### config.mk
export PLATFORM = sky130hd
export DESIGN_NAME = ltl_report_collector
export DESIGN_NICKNAME = d
export VERILOG_FILES = /design/src/rtl/ltl_report_collector.sv
export SDC_FILE = /design/constraint.sdc
export NUM_CORES = 1
export LEC_CHECK = 0
export BUFFER_PORTS_ARGS = -buffer_cell sky130_fd_sc_hd__buf_4
export CORE_ASPECT_RATIO = 2
export CORE_MARGIN = 1
export CORE_UTILIZATION = 30
export DETAILED_ROUTE_END_ITERATION = 7
export SYNTH_ARGS = -nofsm -noshare
export SYNTH_HDL_FRONTEND = slang
export SYNTH_SLANG_ARGS = --single-unit
export TNS_END_PERCENT = 30
### constraint.sdc
create_clock -name clk -period 5.8 [get_ports clk]
set_clock_uncertainty 0.05 [all_clocks]
set_input_delay 0 -clock clk [delete_from_list [all_inputs] [get_ports clk]]
set_output_delay 0 -clock clk [all_outputs]
set_load 0.01 [all_outputs]
### src/rtl/ltl_report_collector.sv
// Report-event collector for the LTL automata monitors: stamps each qualified report with its symbol index and queues it.
// Optional rising-edge qualification of the report wires is compiled in with LTL_REPORT_EDGE_DETECT_EN.
module ltl_report_collector #(
    parameter int NUM_REPORTS = 4,
    parameter int CNT_W       = 32,
    parameter int DEPTH       = 8,
    parameter int DROP_W      = 8
) (
    input  logic                     clk,
    input  logic                     reset,
    input  logic                     run,
    input  logic                     clear,
    input  logic [NUM_REPORTS-1:0]   report,
    input  logic                     irq_en,
    output logic                     out_valid,
    input  logic                     out_ready,
    output logic [NUM_REPORTS-1:0]   out_report,
    output logic [CNT_W-1:0]         out_stamp,
    output logic                     overflow,
    output logic [DROP_W-1:0]        drop_cnt,
    output logic [$clog2(DEPTH):0]   level,
    output logic                     irq
);

    localparam int AW = $clog2(DEPTH);
    localparam int LW = AW + 1;

    logic [CNT_W-1:0]       sym_cnt;
    logic [NUM_REPORTS-1:0] mem_report [DEPTH];
    logic [CNT_W-1:0]       mem_stamp  [DEPTH];
    logic [AW-1:0]          wr_ptr;
    logic [AW-1:0]          rd_ptr;
    logic [NUM_REPORTS-1:0] qual;
    logic                   evt;
    logic                   full;
    logic                   pop;
    logic                   push;
    logic                   drop;
    logic [LW-1:0]          level_next;
    logic                   overflow_next;

`ifdef LTL_REPORT_EDGE_DETECT_EN
    logic [NUM_REPORTS-1:0] report_q;

    // History only advances on consumed symbols, so idle cycles do not re-arm an edge.
    always_ff @(posedge clk) begin
        if (reset || clear) begin
            report_q <= '0;
        end else if (run) begin
            report_q <= report;
        end
    end

    assign qual = report & ~report_q;
`else
    assign qual = report;
`endif

    assign out_valid     = (level != '0);
    assign full          = (level == LW'(DEPTH));
    assign pop           = out_valid & out_ready;
    assign evt           = run & (|qual);
    assign push          = evt & (~full | pop);
    assign drop          = evt & full & ~pop;
    assign level_next    = clear ? '0 : (level + LW'(push) - LW'(pop));
    assign overflow_next = ~clear & (overflow | drop);

    // Head is read straight from storage; masked while empty so stale entries never show.
    assign out_report = out_valid ? mem_report[rd_ptr] : '0;
    assign out_stamp  = out_valid ? mem_stamp[rd_ptr]  : '0;

    always_ff @(posedge clk) begin
        if (reset) begin
            wr_ptr   <= '0;
            rd_ptr   <= '0;
            level    <= '0;
            sym_cnt  <= '0;
            overflow <= 1'b0;
            drop_cnt <= '0;
            irq      <= 1'b0;
        end else begin
            level    <= level_next;
            overflow <= overflow_next;
            irq      <= irq_en & ((level_next != '0) | overflow_next);
            if (clear) begin
                wr_ptr   <= '0;
                rd_ptr   <= '0;
                sym_cnt  <= '0;
                drop_cnt <= '0;
            end else begin
                if (run) begin
                    sym_cnt <= sym_cnt + CNT_W'(1);
                end
                if (push) begin
                    wr_ptr <= wr_ptr + AW'(1);
                end
                if (pop) begin
                    rd_ptr <= rd_ptr + AW'(1);
                end
                if (drop && (drop_cnt != '1)) begin
                    drop_cnt <= drop_cnt + DROP_W'(1);
                end
            end
        end
    end

    always_ff @(posedge clk) begin
        if (!reset && !clear && push) begin
            mem_report[wr_ptr] <= qual;
            mem_stamp[wr_ptr]  <= sym_cnt;
        end
    end

endmodule

==> results_dict.tcl <==
set metrics [dict create \
    rows 109 \
    cts_tree "built" \
    root_buffer "clkbuf_16" \
    core_um2 44500 \
    ant_nets 0 \
    htreeDepth 1 \
    worstHoldStart "report[0]" \
    violations "DRC" \
    worstMarginPinSlew_ps 1110 \
    synth_area_leaders "edfxtp_1 (64%), mux4_2 (12%), dfxtp_1 (8.1%)" \
    nFillCells 4185 \
    gp_congestion 0.726 \
    cts_inserted_buffers 28 \
    synth_top_cell_area_share 0.637 \
    timing.reg2reg.setup_slack_ps 2140 \
    dr.pass1.iters 6 \
    grt_pass1_wl_um 43600 \
    ys_ff_latch 343 \
    drive_above_1_share 0.242 \
    grt_pass1_vias 7361 \
    min_period_ps 3660 \
    worstPathRequired_ps 5950 \
    postSynthCellCount 766 \
    io_pins 61 \
    syn_area_per_cell_um2 17.7 \
    drv_cap 0 \
    grt_setup_unrepaired "no" \
    power_density_nw_per_um2 315 \
    critPathMaxFanout 25 \
    peakVddDrop_uv 207 \
    clock.fmax_mhz 273 \
    num-nets-final 862 \
    avgViaCountPerCell 4.94 \
    synth_nets 787 \
    hpwl_um 17700 \
    hold_class "primary input to register" \
    setup_viol 0 \
    chipWidth_um 152 \
    cts.sinks 343 \
    clockBufferDepth 3 \
    grt_max_degree 73 \
    ys_warn_count 0 \
    num_vias 7010 \
    leakage_nw 5.08 \
    rr_startpoint "level[2]" \
    power_w 0.00495 \
    outcome "complete, but fails checks" \
    wl_per_cell_um 20.1 \
    hold_viol_final 0 \
    relSlewSlack 0.260 \
    dieArea_um2 46100 \
    drcViolationCount 3 \
    final.period_utilization 0.630 \
    grtUsageTotal 0.126 \
    io_buffers 60 \
    initialDrtViolationCount 450 \
    grt-ovfl-total 0 \
    syn2layout_area_growth_pct 15.9 \
    dieHeight_um 303 \
    reg2reg_to "mem_stamp[2][19]" \
    whs_path_depth 2 \
    cts_setup_buffers 0 \
    ctsResizeCount 0 \
    yosysTopAreaCell "edfxtp_1" \
    start_util 0.305 \
    start_kind "register" \
    yosysSeqAreaShare 0.718 \
    crit_arrival_ps 3810 \
    wirelength_um 28500 \
    syn-cell-area_um2 13600 \
    antenna_found_initial 0 \
    cp-end-kind "register" \
    cts.clk_slew.worst_paths_ps 70 \
    tns_ps 0 \
    worstHoldEndpoint "mem_report[2][0]" \
    r2r_cells 7 \
    clock_latency_ps 560 \
    synth_cell_types 44 \
    critPathKind "register to register" \
    slew_violations 0 \
    diodes 0 \
]
## per-layer routing
layer | GRT usage | vias to the layer above | part of all wire
met5 | 0 | - | 0
met4 | 0.0605 | 0 | 0.037
met3 | 0.0134 | 54 | 0.031
met2 | 0.252 | 139 | 0.57
met1 | 0.128 | 3615 | 0.36
li1 | - | 3202 | -
## how the worst max path moves through the flow
stage | depth (start not counted) | start | slack (ps) | to
after floorplan | 6 | level[2] | 1310 | mem_report[2][0]
after global placement | 7 | level[2] | 2240 | mem_stamp[2][24]
after detailed placement | 7 | level[2] | 2120 | mem_stamp[2][15]
after CTS | 7 | level[2] | 2100 | mem_stamp[2][25]
after global routing | 7 | level[2] | 1890 | mem_stamp[2][21]
final | 7 | level[2] | 2140 | mem_stamp[2][19]
## worst max-delay path: stages (launching register included)
cell and delay, ps:
dfxtp_1 350, inv_1 90, ha_1 200, nand2b_1 170, a31oi_1 530, nand3_1 450, nor3_2 910, buf_4 530
## flip-flops by register name (all words and copies together) (netlist names), named ones only
| register | cells |
|---|---|
| mem_stamp | 256 |
| mem_report | 32 |
| sym_cnt | 32 |
| drop_cnt | 8 |
| level | 4 |
| rd_ptr | 3 |
| wr_ptr | 3 |
| irq | 1 |
| overflow | 1 |
## layout make-up
cell class              instances  area, um2  share of cell area
repair buffers                 85        668              0.0425
multi-input cells             373       3660               0.233
clock buffers                  37        786              0.0500
clock inverters                15        126             0.00804
inverters                      10       37.5             0.00239
well taps                     555        694              0.0442
flip-flops and latches        343       9760               0.620
## repair_timing
item                                   4_1_cts  5_1_grt
endpoints found under the hold margin       52        0
hold buffers                                12        0
setup endpoints to repair                    0        0
## cells in the final DEF, fill, tap and decap left out, types with 11 or more instances in the layout
master and n:
or4_1 13, buf_4 73, nor2_1 64, a21oi_1 25
dfxtp_1 52, nand3_1 12, mux2i_1 38, nand2_1 22
dlygate4sd3_1 12, mux4_2 72, edfxtp_1 288, clkbuf_16 29
nand4_1 11, o31ai_1 11
## metrics by stage
stage                     hold WS [ps]  utilization  cells  area [um2]  worst slack [ps]
after floorplan                   48.9            -    766       13600              1310
after global placement             192        0.331   1354       14700              2240
after detailed placement           196        0.331   1354       14700              2120
after CTS                          178        0.354   1418       15700              2100
after global routing               203        0.354   1418       15700              1890
final                              199        0.354   1418       15700              2140
## Yosys cell counts (all sizes together)
master / count
o41ai: 5
xnor2: 9
a31oi: 5
o41a: 1
nor3b: 3
nand4: 13
buf: 25
mux2i: 38
and2: 5
clkbuf: 15
nor4: 1
edfxtp: 288
nand3: 12
nand3b: 2
a21oi: 25
or4: 13
nor3: 4
a41o: 3
xor2: 7
nor2: 70
o311ai: 3
and3: 5
fa: 1
o21ai: 7
ha: 10
dfxtp: 55
o31ai: 11
or3: 8
a21o: 2
mux4: 72
nand2b: 4
and4: 9
inv: 10
or2: 2
nand2: 22
a21bo: 1
## power by group
| part | switching, W | internal [W] | leakage [nW] | total [W] |
|---|---|---|---|---|
| clock | 0.000870 | 0.00101 | 0.436 | 0.00188 |
| combinational | 0.000215 | 0.000177 | 1.38 | 0.000392 |
| sequential | 0.0000237 | 0.00266 | 3.27 | 0.00268 |
| total | 0.00111 | 0.00384 | 5.08 | 0.00495 |
## kinds of logic after synthesis
family,count (synthesis),synth area share
XOR/XNOR,16,0.0103
multiplexers,110,0.148
AO/OA/AOI/OAI,63,0.0303
flip-flops,343,0.718
AND/OR/NAND/NOR,173,0.0666
buffers and inverters,50,0.0160
adder cells (fa/ha/maj),11,0.0107
Power figures use the tool's default switching activity.
